## src/rtl/instr_fetch_unit_if.sv

```systemverilog
// Bus bundle for instr_fetch_unit: PC register link, instruction memory
// req/ack port and the valid/ready handshake toward decode.
// master = fetch unit side, slave = environment side (PC reg, memory, decode).
// Optional macro FETCH_STATS_EN adds the stat_fetched/stat_stall counters.
interface instr_fetch_unit_if;
  logic [31:0] PC;
  logic        PC_WE;
  logic        flush;
  logic        imem_req;
  logic [31:0] imem_addr;
  logic        imem_ack;
  logic [31:0] imem_rdata;
  logic [31:0] instr;
  logic [31:0] instr_pc;
  logic        instr_valid;
  logic        instr_ready;
  logic        fetch_err;
`ifdef FETCH_STATS_EN
  logic [31:0] stat_fetched;
  logic [31:0] stat_stall;
`endif

  modport master (
    input  PC, flush, imem_ack, imem_rdata, instr_ready,
    output PC_WE, imem_req, imem_addr, instr, instr_pc, instr_valid, fetch_err
`ifdef FETCH_STATS_EN
    , output stat_fetched, stat_stall
`endif
  );

  modport slave (
    output PC, flush, imem_ack, imem_rdata, instr_ready,
    input  PC_WE, imem_req, imem_addr, instr, instr_pc, instr_valid, fetch_err
`ifdef FETCH_STATS_EN
    , input stat_fetched, stat_stall
`endif
  );
endinterface

```

## src/rtl/instr_fetch_unit.sv

```systemverilog
// instr_fetch_unit: fetch stage sitting behind the PC register.
// Latches PC, issues one memory read, holds the returned word for decode
// and strobes PC_WE exactly once per delivered instruction. Handles flush
// redirects (outstanding reads are drained, never withdrawn), misaligned
// PCs and memory timeouts; any error parks the unit in ERR until reset.
// Optional macro FETCH_STATS_EN adds saturating fetch/stall counters.
module instr_fetch_unit #(
  parameter int TIMEOUT_CYCLES = 255
) (
  input  logic              CLK,
  input  logic              reset,
  instr_fetch_unit_if.master bus
);

  typedef enum logic [2:0] {
    IDLE  = 3'd0,
    REQ   = 3'd1,
    DRAIN = 3'd2,
    HOLD  = 3'd3,
    ERR   = 3'd4
  } state_t;

  // Timeout fires when the count of ack-less cycles would reach TIMEOUT_CYCLES.
  localparam logic       TMO_EN   = (TIMEOUT_CYCLES != 0);
  localparam logic [7:0] TMO_LAST = (TIMEOUT_CYCLES != 0) ? 8'(TIMEOUT_CYCLES - 1) : 8'd0;

  state_t      state_r;
  state_t      state_nxt_s;
  logic [31:0] addr_r;
  logic [31:0] addr_nxt_s;
  logic [31:0] instr_r;
  logic [31:0] instr_pc_r;
  logic        valid_r;
  logic        err_r;
  logic [7:0]  tmo_cnt_r;

  logic        load_instr_s;
  logic        clr_valid_s;
  logic        busy_s;
  logic        tmo_hit_s;
  logic        tmo_clr_s;
  logic        pc_misaligned_s;

  assign busy_s          = (state_r == REQ) || (state_r == DRAIN);
  assign pc_misaligned_s = (bus.PC[1:0] != 2'b00);
  assign tmo_hit_s       = TMO_EN && (tmo_cnt_r == TMO_LAST);
  // Counter restarts whenever a new REQ or DRAIN phase begins (incl. REQ->DRAIN).
  assign tmo_clr_s       = ((state_nxt_s == REQ) || (state_nxt_s == DRAIN)) &&
                           (state_nxt_s != state_r);

  // Next-state and datapath-control decode for the fetch FSM.
  always_comb begin
    state_nxt_s  = state_r;
    addr_nxt_s   = addr_r;
    load_instr_s = 1'b0;
    clr_valid_s  = 1'b0;
    case (state_r)
      IDLE: begin
        if (!bus.flush) begin
          addr_nxt_s = bus.PC;
          if (pc_misaligned_s) begin
            state_nxt_s = ERR;
          end else begin
            state_nxt_s = REQ;
          end
        end else begin
          state_nxt_s = IDLE;
        end
      end
      REQ: begin
        if (bus.imem_ack) begin
          if (!bus.flush) begin
            load_instr_s = 1'b1;
            state_nxt_s  = HOLD;
          end else begin
            state_nxt_s  = IDLE;
          end
        end else if (tmo_hit_s) begin
          state_nxt_s = ERR;
        end else if (bus.flush) begin
          state_nxt_s = DRAIN;
        end else begin
          state_nxt_s = REQ;
        end
      end
      DRAIN: begin
        if (bus.imem_ack) begin
          state_nxt_s = IDLE;
        end else if (tmo_hit_s) begin
          state_nxt_s = ERR;
        end else begin
          state_nxt_s = DRAIN;
        end
      end
      HOLD: begin
        if (bus.flush) begin
          clr_valid_s = 1'b1;
          state_nxt_s = IDLE;
        end else if (bus.instr_ready) begin
          clr_valid_s = 1'b1;
          addr_nxt_s  = bus.PC;
          if (pc_misaligned_s) begin
            state_nxt_s = ERR;
          end else begin
            state_nxt_s = REQ;
          end
        end else begin
          state_nxt_s = HOLD;
        end
      end
      ERR: begin
        state_nxt_s = ERR;
      end
      default: begin
        clr_valid_s = 1'b1;
        state_nxt_s = ERR;
      end
    endcase
  end

  // FSM state and fetch address registers.
  always_ff @(posedge CLK or negedge reset) begin
    if (!reset) begin
      state_r <= IDLE;
      addr_r  <= 32'd0;
    end else begin
      state_r <= state_nxt_s;
      addr_r  <= addr_nxt_s;
    end
  end

  // Instruction holding register and its valid flag toward decode.
  always_ff @(posedge CLK or negedge reset) begin
    if (!reset) begin
      instr_r    <= 32'd0;
      instr_pc_r <= 32'd0;
      valid_r    <= 1'b0;
    end else if (load_instr_s) begin
      instr_r    <= bus.imem_rdata;
      instr_pc_r <= addr_r;
      valid_r    <= 1'b1;
    end else if (clr_valid_s) begin
      valid_r    <= 1'b0;
    end else begin
      valid_r    <= valid_r;
    end
  end

  // Sticky error flag, raised on the edge that enters ERR.
  always_ff @(posedge CLK or negedge reset) begin
    if (!reset) begin
      err_r <= 1'b0;
    end else if (state_nxt_s == ERR) begin
      err_r <= 1'b1;
    end else begin
      err_r <= err_r;
    end
  end

  // Ack-less cycle counter for the memory timeout; saturates at its maximum.
  always_ff @(posedge CLK or negedge reset) begin
    if (!reset) begin
      tmo_cnt_r <= 8'd0;
    end else if (tmo_clr_s) begin
      tmo_cnt_r <= 8'd0;
    end else if (busy_s && !bus.imem_ack && (tmo_cnt_r != 8'hFF)) begin
      tmo_cnt_r <= tmo_cnt_r + 8'd1;
    end else begin
      tmo_cnt_r <= tmo_cnt_r;
    end
  end

  assign bus.imem_req    = busy_s;
  assign bus.imem_addr   = addr_r;
  assign bus.PC_WE       = (state_r == REQ) && bus.imem_ack && !bus.flush;
  assign bus.instr       = instr_r;
  assign bus.instr_pc    = instr_pc_r;
  assign bus.instr_valid = valid_r;
  assign bus.fetch_err   = err_r;

`ifdef FETCH_STATS_EN
  logic [31:0] stat_fetched_r;
  logic [31:0] stat_stall_r;

  // Saturating counts of accepted instructions and ack-less REQ cycles.
  always_ff @(posedge CLK or negedge reset) begin
    if (!reset) begin
      stat_fetched_r <= 32'd0;
      stat_stall_r   <= 32'd0;
    end else begin
      if ((state_r == HOLD) && bus.instr_ready && !bus.flush &&
          (stat_fetched_r != 32'hFFFF_FFFF)) begin
        stat_fetched_r <= stat_fetched_r + 32'd1;
      end else begin
        stat_fetched_r <= stat_fetched_r;
      end
      if ((state_r == REQ) && !bus.imem_ack && (stat_stall_r != 32'hFFFF_FFFF)) begin
        stat_stall_r <= stat_stall_r + 32'd1;
      end else begin
        stat_stall_r <= stat_stall_r;
      end
    end
  end

  assign bus.stat_fetched = stat_fetched_r;
  assign bus.stat_stall   = stat_stall_r;
`endif

endmodule

```

## src/flat_wrapper.sv

```systemverilog
// flat-port wrapper written by rule: the top's interface ports become plain ports
module instr_fetch_unit_flat 
#(
  parameter int TIMEOUT_CYCLES = 255
)
  (CLK, reset, bus_PC, bus_flush, bus_imem_ack, bus_imem_rdata, bus_instr_ready, bus_PC_WE, bus_imem_req, bus_imem_addr, bus_instr, bus_instr_pc, bus_instr_valid, bus_fetch_err);
  instr_fetch_unit_if bus_i ();
  input  logic CLK;
  input  logic reset;
  input wire logic [$bits(bus_i.PC)-1:0] bus_PC;
  input wire logic [$bits(bus_i.flush)-1:0] bus_flush;
  input wire logic [$bits(bus_i.imem_ack)-1:0] bus_imem_ack;
  input wire logic [$bits(bus_i.imem_rdata)-1:0] bus_imem_rdata;
  input wire logic [$bits(bus_i.instr_ready)-1:0] bus_instr_ready;
  output wire logic [$bits(bus_i.PC_WE)-1:0] bus_PC_WE;
  output wire logic [$bits(bus_i.imem_req)-1:0] bus_imem_req;
  output wire logic [$bits(bus_i.imem_addr)-1:0] bus_imem_addr;
  output wire logic [$bits(bus_i.instr)-1:0] bus_instr;
  output wire logic [$bits(bus_i.instr_pc)-1:0] bus_instr_pc;
  output wire logic [$bits(bus_i.instr_valid)-1:0] bus_instr_valid;
  output wire logic [$bits(bus_i.fetch_err)-1:0] bus_fetch_err;
  assign bus_i.PC = bus_PC;
  assign bus_i.flush = bus_flush;
  assign bus_i.imem_ack = bus_imem_ack;
  assign bus_i.imem_rdata = bus_imem_rdata;
  assign bus_i.instr_ready = bus_instr_ready;
  assign bus_PC_WE = bus_i.PC_WE;
  assign bus_imem_req = bus_i.imem_req;
  assign bus_imem_addr = bus_i.imem_addr;
  assign bus_instr = bus_i.instr;
  assign bus_instr_pc = bus_i.instr_pc;
  assign bus_instr_valid = bus_i.instr_valid;
  assign bus_fetch_err = bus_i.fetch_err;
  instr_fetch_unit #(.TIMEOUT_CYCLES(TIMEOUT_CYCLES)) u_core (.CLK(CLK), .reset(reset), .bus(bus_i));
endmodule
```

## config.mk

```make
export PLATFORM = sky130hd
export DESIGN_NAME = instr_fetch_unit_flat
export DESIGN_NICKNAME = d
export VERILOG_FILES = /design/src/rtl/instr_fetch_unit_if.sv /design/src/rtl/instr_fetch_unit.sv /design/src/flat_wrapper.sv
export SDC_FILE = /design/constraint.sdc
export NUM_CORES = 1
export LEC_CHECK = 0
export BUFFER_PORTS_ARGS = -buffer_cell sky130_fd_sc_hd__buf_2
export CAP_MARGIN = 20
export CELL_PAD_IN_SITES_DETAIL_PLACEMENT = 0
export CELL_PAD_IN_SITES_GLOBAL_PLACEMENT = 1
export CORE_ASPECT_RATIO = 1.2
export CORE_MARGIN = 3
export CORE_UTILIZATION = 40
export DETAILED_ROUTE_END_ITERATION = 7
export PLACE_DENSITY = 0.9
export SETUP_SLACK_MARGIN = 0.3
export SYNTH_ARGS = -nofsm -noshare
export SYNTH_HDL_FRONTEND = slang
export SYNTH_SLANG_ARGS = --single-unit
```

## constraint.sdc

```tcl
create_clock -name CLK -period 2.8 [get_ports CLK]
set_input_delay 0.56 -clock CLK [delete_from_list [all_inputs] [get_ports CLK]]
set_output_delay 0.56 -clock CLK [all_outputs]
set_load 0.1 [all_outputs]
```

==> impl_metrics.yaml <==
outcome:
  run_status: "completed"
clocking:
  cts_tree: "yes"
  clk_pin_slew_ns: 0.07
  post_cts_resized: 0
  cts_buffers: 9
  clock_path_buffers: 2
  clk_latency_ns: 0.34
  post-cts-setup-buffers: 0
  h-tree-depth: 3
  hold_buffers: 0
  cts_sinks: 109
  clockRootBuffer: "clkbuf_16"
detailed_routing:
  drc: 0
  vias: 3015
  ant_nets: 0
  drt-wirelength-per-cell_um: 15.6
  dr.pass1.iters: 4
  via_per_inst: 5.08
  routed_wl_um: 9280
  drtIter0Drc: 65
pwr:
  p_per_area_nw_per_um2: 1180
  internal_power_mw: 3.18
  clkPwrFrac_pct: 19.0
  ir_worst_vdd_mv: 0.699
  swShare_pct: 52.6
  finalPower_mw: 6.72
  power_frac_comb_pct: 49.0
  power_leakage_nw: 3.06
  p_seq_share_pct: 32.0
  switching_power_mw: 3.53
sta:
  fin_skew_ns: 0.00750
  layout_setup_ws_ns: 0.451
  fin_tns_setup_ns: 0
  finalSetupViolCount: 0
  hold_ws_ns: 0.199
  post-route-period-util_pct: 83.9
  max-slew-margin-rel_pct: 58.8
  rsz0062_at_grt: "false"
  clock.fmax_mhz: 426
  finalHoldViolations: 0
  min_period_ns: 2.35
  finalMaxSlewViolations: 0
  worst_slew_pin_slew_ns: 0.618
cells_and_area:
  num-nets-final: 532
  seq_area_sq_um: 2730
  drive_above_1_share_pct: 62.2
  area_delta_synth_final_pct: 29.8
  design_area_sq_um: 5680
  multiInputGateArea_sq_um: 1570
  nFillCells: 902
  n_antenna_cell: 0
logic_synthesis:
  synth-xor-area-share_pct: 1.03
  ys_ff_latch: 109
  async_flop_share_pct: 100
  synth_top_family_by_area: "multiplexers"
  netlist_area_sq_um: 4380
  ys.warnings.count: 0
  synth_top_area_share_pct: 62.3
  avgSynthCellArea_sq_um: 15.2
  synthMuxAreaShare_pct: 25.1
  ys.flop_type: "dfrtp_1"
  synth_edf_count: 0
  yosysSeqAreaShare_pct: 62.3
  synth_cell_types: 35
  synth_common_cells: "dfrtp_1, mux2_2, nor2_1, nand2_1, nand3_1"
  synthAdderAreaFrac_pct: 0.571
  synth_compound_area_share_pct: 3.37
  yosys.area.top_type: "dfrtp_1"
  synth-simple-area-share_pct: 5.17
  synth_area_leaders: "dfrtp_1, mux2_2, buf_6"
  synth_fp_nets: 359
  synth.most_common_cell: "dfrtp_1"
  syn_inst: 288
worst_setup_path:
  critPathSlowestCell: "dfrtp_1"
  crit_chain: "xor2_4, nor2b_2, buf_2"
  required_ns: 2.24
  critPathMaxStageDelay_ns: 0.56
  reg2reg_slack_ns: 0.87
  cp_max_fo: 9
  cp.arrival_ns: 1.79
  critPathCaptureType: "output port"
  reg2reg_depth: 5
  cp-startpoint: "u_core.state_r[0]"
  path_buf_inv: 1
  r2r-start: "u_core.state_r[1]"
  crit_type: "reg -> out"
  crit_family: "flip-flops"
  r2r_end: "u_core.bus.fetch_err"
  cp-start-kind: "register"
floorplan:
  pin_count: 169
  die_h_um: 121
  die_w_um: 102
  initial_utilization_pct: 41.3
  rows: 41
  die_area_sq_um: 12200
  core_area_sq_um: 10600
placed_design:
  hpwlAfterDp_um: 6940
  dpl_cell_area_sq_um: 5380
  gp_congestion: 0.836
  place_worst_setup_slack_ns: 0.724
  port-buffer-count: 168
hold_path:
  hold_class: "in -> async"
global_routing:
  antenna_found_initial: 0
  gr-total-overflow: 0
  grt_max_degree: 61
  grt_pass1_vias: 3129
  grtUsageTotal_pct: 15.4
  grt_pass1_wl_um: 14900
run:
  drv_cap: 0
-- area by class of cell --
type,instances,area share (%)
multi-input combinational,164,27.6
tap,129,2.84
inverter,3,0.198
sequential,109,48.0
timing repair buffer,174,16.1
clock buffer,11,4.45
clock inverter,4,0.836
-- placed cells by master (no fill, tap or decap), types with 3 or more instances in the layout --
cell,Yosys,layout
o21ai_0,4,4
nand2_1,8,8
or4_1,4,4
clkbuf_16,0,9
buf_2,5,166
nand3_1,6,5
inv_1,3,3
mux2_2,92,92
nor2_1,9,9
mux2_1,4,4
o31ai_1,3,3
buf_4,2,6
a21oi_1,5,5
dfrtp_1,109,109
-- metal layers --
metal  vias up  GRT usage [%]  wire length [um]
li1       1376              -                 -
met1      1504           18.0              3680
met2       117           26.5              4800
met3        18           2.94               574
met4         0           7.81               228
met5         -              0                 0
-- stage by stage --
step,std cells,utilization (%)
3_5_place_dp,579,50.7
5_1_grt,594,53.5
4_1_cts,594,53.5
3_3_place_gp,579,50.7
6_report,594,53.5
2_1_floorplan,288,-
-- registers in the layout (all words and copies together), names as in the netlist --
| signal | count |
|---|---|
| u_core.state_r | 3 |
| u_core.bus.instr_valid | 1 |
| u_core.bus.instr_pc | 32 |
| u_core.tmo_cnt_r | 8 |
| u_core.bus.instr | 32 |
| u_core.bus.fetch_err | 1 |
| u_core.bus.imem_addr | 32 |
-- power by group through the flow --
stage | combinational (mW) | sequential (mW) | clock [mW]
finish | 3.29 | 2.15 | 1.27
global route | 3.39 | 2.20 | 1.37
CTS | 3.32 | 2.15 | 1.32
detailed placement | 3.32 | 2.18 | 0
global placement | 3.28 | 2.16 | 0
floorplan | 0.379 | 4.52 | 0
-- worst max path at each step --
stage | to | slack (ns) | cells after the start
5_1_grt | bus_imem_req | 0.36 | 3
3_5_place_dp | u_core.bus.fetch_err | 0.72 | 6
3_3_place_gp | u_core.bus.fetch_err | 0.78 | 6
4_1_cts | bus_imem_req | 0.44 | 3
2_1_floorplan | bus_PC_WE | 0.44 | 5
6_report | bus_imem_req | 0.45 | 3
-- logic make-up (layout without fill, tap and decap cells) --
| logic type | count (synthesis) | after routing |
|---|---|---|
| buffers and inverters | 15 | 192 |
| muxes | 98 | 98 |
| adders and majority gates | 2 | 2 |
| DFF | 109 | 109 |
| xor gates and xnor gates | 3 | 3 |
| AOI/OAI and AO/OA | 19 | 19 |
| and+or+nand+nor | 42 | 42 |
No activity file was read; power rests on OpenSTA's default activity.
